**config.mk**
```make
export PLATFORM = sky130hd
export DESIGN_NAME = sn74f401
export DESIGN_NICKNAME = d
export VERILOG_FILES = /design/src/rtl/sn74f401.sv
export SDC_FILE = /design/constraint.sdc
export NUM_CORES = 1
export LEC_CHECK = 0
export ABC_AREA = 0
export CORE_UTILIZATION = 40
export DETAILED_ROUTE_END_ITERATION = 7
export HOLD_SLACK_MARGIN = 0.12
export SETUP_SLACK_MARGIN = 0.15
export SLEW_MARGIN = 0
export SYNTH_ARGS = -nofsm -noshare
export SYNTH_HDL_FRONTEND = slang
export SYNTH_SLANG_ARGS = --single-unit
export TNS_END_PERCENT = 10
```
**constraint.sdc**
```tcl
create_clock -name clk -period 2.35 [get_ports clk]
set_input_delay 0.47 -clock clk [delete_from_list [all_inputs] [get_ports clk]]
set_output_delay 0.47 -clock clk [all_outputs]
set_load 0.02 [all_outputs]
```
**src/rtl/sn74f401.sv**
```systemverilog
// Serial CRC generator/checker with a 16-bit register and eight selectable polynomials.
// Data mode divides the serial stream by the polynomial; check-word mode shifts the remainder out on q.
module sn74f401 #(
  parameter int tPD_min = 0,
  parameter int tPD_typ = 15,
  parameter int tPD_max = 25
) (
  input  logic       clk,
  input  logic       clr,
  input  logic       pre,
  input  logic       ce,
  input  logic       cwe,
  input  logic [2:0] s,
  input  logic       d,
  output logic       q,
  output logic       er
);

  // The delays only matter to timing-annotated simulation; here they are just sanity-checked.
  if (tPD_min > tPD_typ || tPD_typ > tPD_max) begin : g_tpd_check
    $error("sn74f401: expected tPD_min <= tPD_typ <= tPD_max");
  end

  typedef struct packed {
    logic [15:0] poly;  // low n bits of the generator polynomial
    logic [15:0] mask;  // ones in r[n-1:0]
    logic [15:0] top;   // one-hot r[n-1]
  } poly_t;

  poly_t       p;
  logic [15:0] r, r_nxt, shl;
  logic        msb, fb;

  always_comb begin
    p = '{16'h8005, 16'hFFFF, 16'h8000};
    unique case (s)
      3'd0: p = '{16'h8005, 16'hFFFF, 16'h8000};
      3'd1: p = '{16'h4003, 16'hFFFF, 16'h8000};
      3'd2: p = '{16'hA097, 16'hFFFF, 16'h8000};
      3'd3: p = '{16'h080F, 16'h0FFF, 16'h0800};
      3'd4: p = '{16'h00B3, 16'h00FF, 16'h0080};
      3'd5: p = '{16'h0001, 16'h00FF, 16'h0080};
      3'd6: p = '{16'h1021, 16'hFFFF, 16'h8000};
      3'd7: p = '{16'h0811, 16'hFFFF, 16'h8000};
    endcase
  end

  // Masking every update keeps r[15:n] at zero even when s shrinks the degree mid-frame.
  always_comb begin
    msb   = |(r & p.top);
    fb    = d ^ msb;
    shl   = {r[14:0], 1'b0};
    r_nxt = cwe ? ((shl ^ (fb ? p.poly : 16'h0000)) & p.mask) : (shl & p.mask);
  end

  always_ff @(posedge clk) begin
    if (clr)      r <= 16'h0000;
    else if (pre) r <= p.mask;
    else if (ce)  r <= r_nxt;
  end

  assign q  = msb;
  assign er = |(r & p.mask);

endmodule

```
==> results of run 1 <==
power by group:
group | switching [mW] | internal [mW] | total (mW)
clock network | 0.0801 | 0.0596 | 0.140
registers | 0.0258 | 0.295 | 0.321
logic | 0.118 | 0.110 | 0.228
total | 0.224 | 0.465 | 0.689
logic make-up after synthesis:
family,count (synthesis)
compound gates,45
fa+ha+maj,7
buf+inv,16
flops,16
mux,3
simple gates,72
layer usage:
| metal | routed length (microns) | GRT usage |
|---|---|---|
| met5 | 0 | 0 |
| met4 | 127 | 0.119 |
| met3 | 106 | 0.0418 |
| met2 | 1610 | 0.373 |
| met1 | 1670 | 0.297 |
area by class of cell:
cell class	count	area (sq um)	area share
multi-input combinational	127	910	0.548
timing repair buffer	43	334	0.201
sequential	16	320	0.193
tap	44	55.1	0.0332
clock buffer	3	22.5	0.0136
inverter	5	18.8	0.0113
worst max-delay path by stage:
stage	end	depth (start not counted)	slack (ps)	startpoint
6_report	r[5]	7	320	s[1]
5_1_grt	r[2]	9	160	s[1]
4_1_cts	r[5]	9	300	s[0]
3_5_place_dp	er	7	-360	s[1]
3_3_place_gp	er	7	-300	s[1]
2_1_floorplan	r[5]	6	410	s[0]
through the flow:
stage	area [sq um]	hold slack [ps]	power (mW)	util
final	1660	528	0.689	0.548
after floorplan	1270	477	0.448	-
after CTS	1660	535	0.690	0.548
after detailed placement	1620	517	0.549	0.535
after global routing	1660	575	0.733	0.548
after global placement	1620	500	0.544	0.535
placed cells by master, fill, tap and decap left out, types with 5 or more instances in the layout:
| cell type | netlist | layout |
|---|---|---|
| inv_1 | 5 | 5 |
| buf_4 | 0 | 33 |
| and3_1 | 5 | 5 |
| ha_1 | 7 | 5 |
| dfxtp_1 | 16 | 16 |
| clkdlybuf4s50_1 | 0 | 5 |
| nor3_1 | 12 | 12 |
| nor2_1 | 9 | 9 |
| nand3_1 | 5 | 5 |
| nor4_1 | 8 | 8 |
| a21oi_1 | 16 | 16 |
worst min-delay path: cells and delay by family, from the launching register on:
family	cells	cell delay, ps
compound gates	1	70
simple gates	1	70
flops	1	350
==> metrics, run 1 <==
Die Width ~58 microns; post-synthesis cell area 1270 sq um; Pre-antenna DRT Iters 4; status finished, final reports clean; synth cell count leaders a21oi_1, dfxtp_1, nor3_1; Yosys top cell by area dfxtp_1; RSZ-0062 raised after global routing no; routability cong. 0.827; HPWL Detailed approximately 2.7 mm; Post-Synth XOR/XNOR Area 0; crit path DAT between 2000 and 2500 ps; worst setup margin between 300 and 400 ps; worst skew pair latency between 200 and 300 ps; Hold Path Depth 2; worst-path maximum fanout 4; endpoints failing hold 0; CTS Root Cell clkbuf_4; CP Data Required Time approximately 2600 ps; PwrDens 415 nW/um^2; Yosys warning total 0; Cell Rows 20; Setup CP Type in2reg; Fmax 0.492 GHz; Largest regs r (16); total gr overflow 0; CP delay by family, top simple AND/OR/NAND/NOR gates; Worst Path Buf+Inv 2; Fin Setup TNS 0 ps; Core ar. a little over 3000 sq um; reg-to-reg critical path startpoint r[7]; Worst path max stage delay ~520 ps; number of synthesized flops with an enable pin 0; I/O pin total 11; Post-CTS Setup Bufs 0; area growth from synthesis to layout 30.9%; asr flop ratio synth 0; final net count 212; Period minus WS final 2030 ps; max FFs per register 16; post-synth top area share 0.252; total wire length 3.52 mm; Die Span Y roughly 58 microns; Post-Layout Cell Count between 200 and 250; r2r worst-path depth 7; global-route usage over all layers 0.231; die area about 3400 sq um; slowest library cell on the worst path or4_4; CTS sink count 16; total CTS buffers 3; syn avg cell area roughly 8 sq um; via count of the routed design roughly 1,400; top cells by area, synth dfxtp_1, ha_1, a21oi_1; # hold bufs at CTS 0; reg-to-reg slack, setup between 500 and 600 ps; CTS tree done; n_diodes 0; final setup violation count 0; Synth Area in Compound Gates 0.251; Routed Antenna Nets 0; Post-Syn Instances roughly 160; Final Cycle Share 0.864; leakage power around 0.71 nW; WHS Endpoint r[9]; DR iter-0 viols 59; largest net degree at the start of global routing 20; fill count 283; layout cell share with drive strength beyond 1 0.268; DRC Markers 0; CP cell instances dlygate4sd2_1 -> buf_4 -> nand2b_2 -> and3_4 -> or4_4 -> and2_4 -> a2111oi_2; Max-Cap Viols 0; antenna violations before repair 0; simple-gate share of the synthesized area 0.347; Seq cells post-synth 16; syn nets ~180; Place WS -362 ps; worst vdd ir slightly above 0.4 mV; Top FF cell, synth dfxtp_1; post-synthesis sequential area ratio 0.252; Bufs on Longest Clock Path 2; Avg Vias per Cell 5.81; first-pass GRT wire length 5.95 mm; Slew @ Worst Pin between 400 and 500 ps; WL/cell about 15 microns; largest family of logic cells by synthesized area simple AND/OR/NAND/NOR gates; I/O Buffers 10; crit end category flop; placed cell count about 240; hold wc startpoint r[9]; cts repair resizes 23; Final Max Tran Viols 0; Reg clk slew, reported paths roughly 90 ps; Yosys cell types 45; Worst setup SP type input pin; initial core utilization 0.419; post-synthesis mux area share 0.0237; Clock Skew between 10 and 15 ps; Max transition margin 0.679; vias in the first global route 1,318; Hold Path Class reg2reg; Post-Synth Adder-Cell Area 0.0690; Biggest register r; R2R Path End r[14]; htree depth 1
Note: power is estimated with default switching activity, not from simulation.
==> inputs of run 2 (changes only) <==
PLACE_DENSITY = 0.66   (was not set)
==> metrics, run 2 (same netlist as run 1, synthesis figures left out) <==
Core ar. 3030 sq um; slowest library cell on the worst path or4_4; htree depth 1; DR iter-0 viols 80; Bufs on Longest Clock Path 2; Final Cycle Share 0.889; Die Span Y slightly below 60 microns; Setup crit start s[1]; Comb pwr share 0.319; endpoints failing hold 0; clock share of power 0.212; Largest regs r (16); initial core utilization 0.419; Setup CP Type in2reg; Max transition margin 0.713; reg-to-reg slack, setup 580 ps; CTS tree done; worst-path maximum fanout 6; CTS sink count 16; PwrDens ~430 nW/um^2; status finished, final reports clean; max FFs per register 16; Fmax 0.479 GHz; Avg Vias per Cell between 5 and 6; Max-Cap Viols 0; DRC Markers 0; I/O Buffers 10; n_diodes 0; r2r worst-path depth 6; largest net degree at the start of global routing 19; Cell Rows 20; Place WS -422 ps; RSZ-0062 raised after global routing no; first-pass GRT wire length about 6.1 mm; commonest non-fill, non-tap cells in the layout buf_4, a21oi_1, dfxtp_1; total wire length between 3 and 4 mm; net switching power 0.229 mW; die area 3400 sq um; R2R Path End r[3]; Worst path max stage delay 550 ps; Biggest register r; crit path DAT roughly 2300 ps; CP Data Required Time between 2000 and 3000 ps; Slew @ Worst Pin approximately 430 ps; worst vdd ir 0.190 mV; HPWL Detailed roughly 2.7 mm; final net count 204; Routed Antenna Nets 0; CTS Root Cell clkbuf_4; Util after Layout 0.531; internal power between 0.4 and 0.5 mW; WHS approximately 530 ps; total CTS buffers 3; Final Cell Area between 1500 and 2000 sq um; switching fraction of total power 0.333; commonest non-fill, non-tap cell in the layout buf_4; Pre-antenna DRT Iters 4; total gr overflow 0; global-route usage over all layers 0.234; Final Max Tran Viols 0; crit end category flop; Worst setup SP type input pin; vias in the first global route between 1,000 and 1,500; Die Width 58.3 microns; Clock Skew 2.70 ps; worst setup margin about 260 ps; Hold Path Class reg2reg; Reg power frac 0.469; layout cell share with drive strength beyond 1 0.237; Tot Pwr about 0.69 mW; via count of the routed design about 1,400; Setup crit end r[5]; Reg clk slew, reported paths 90 ps; fill count between 200 and 300; hold wc startpoint r[9]; routability cong. roughly 0.85; antenna violations before repair 0; WL/cell 15.2 microns; leakage power between 0.6 and 0.7 nW; area growth from synthesis to layout 26.8%; I/O pin total 11; Period minus WS final about 2100 ps; Placed Area roughly 1600 sq um; worst skew pair latency 290 ps; CP cell instances dlygate4sd2_1 -> buf_4 -> ha_1 -> nand2_1 -> o21ai_2 -> or4_4 -> and2_4 -> a2111oi_2; final setup violation count 0; reg-to-reg critical path startpoint r[11]
==> run 2: cell count changes in the layout (fill, tap and decap cells not counted), sizes merged <==
cell | before | now
buf | 35 | 27
==> run 2: per-stage QoR <==
stage	TNS, ps	instances
floorplan	0	159
global placement	-2630	227
detailed placement	-3570	227
CTS	0	230
global route	0	230
finish	0	230
==> run 2: timing repair <==
| item | 4_1_cts | 5_1_grt |
|---|---|---|
| gates resized for setup | 23 | 1 |
| setup buffers | 0 | 0 |
| pin swaps | 1 | 0 |
| hold buffers | 0 | 0 |
| setup endpoints to repair | 12 | 1 |
==> run 2: worst min-delay path by stage <==
| stage | endpoint | slack (ps) | depth (start not counted) |
|---|---|---|---|
| after floorplan | r[8] | 480 | 2 |
| after global placement | r[9] | 500 | 2 |
| after detailed placement | r[9] | 510 | 2 |
| after CTS | r[9] | 530 | 2 |
| after global routing | r[8] | 550 | 2 |
| final | r[9] | 530 | 2 |
==> run 2: final cells by class <==
type / count / area (sq um) / share of cell area
timing repair buffer: 35 / 278 / 0.173
inverter: 5 / 18.8 / 0.0117
clock buffer: 3 / 22.5 / 0.0140
multi-input combinational: 127 / 915 / 0.568
tap: 44 / 55.1 / 0.0342
sequential: 16 / 320 / 0.199
==> run 2: layer usage <==
metal,part of all wire,wire [microns],track usage,vias to the layer above
met2,0.53,1840,0.412,21
met1,0.44,1550,0.291,652
met3,0.026,90,0.0484,4
met5,0,0,0,-
li1,-,-,-,679
met4,0.0066,23,0.0612,0
==> run 2: critical path, delay by kind of cell <==
kind / cells / cell delay (ps)
fa+ha+maj: 1 / 190
compound gates: 2 / 370
buf+inv: 2 / 410
simple gates: 3 / 830
==> run 2: power by group through the flow <==
stage / clock network (mW) / registers, mW / logic (mW)
floorplan: 0 / 0.318 / 0.130
global placement: 0 / 0.326 / 0.207
detailed placement: 0 / 0.327 / 0.212
CTS: 0.149 / 0.321 / 0.218
global route: 0.164 / 0.325 / 0.243
finish: 0.145 / 0.322 / 0.219
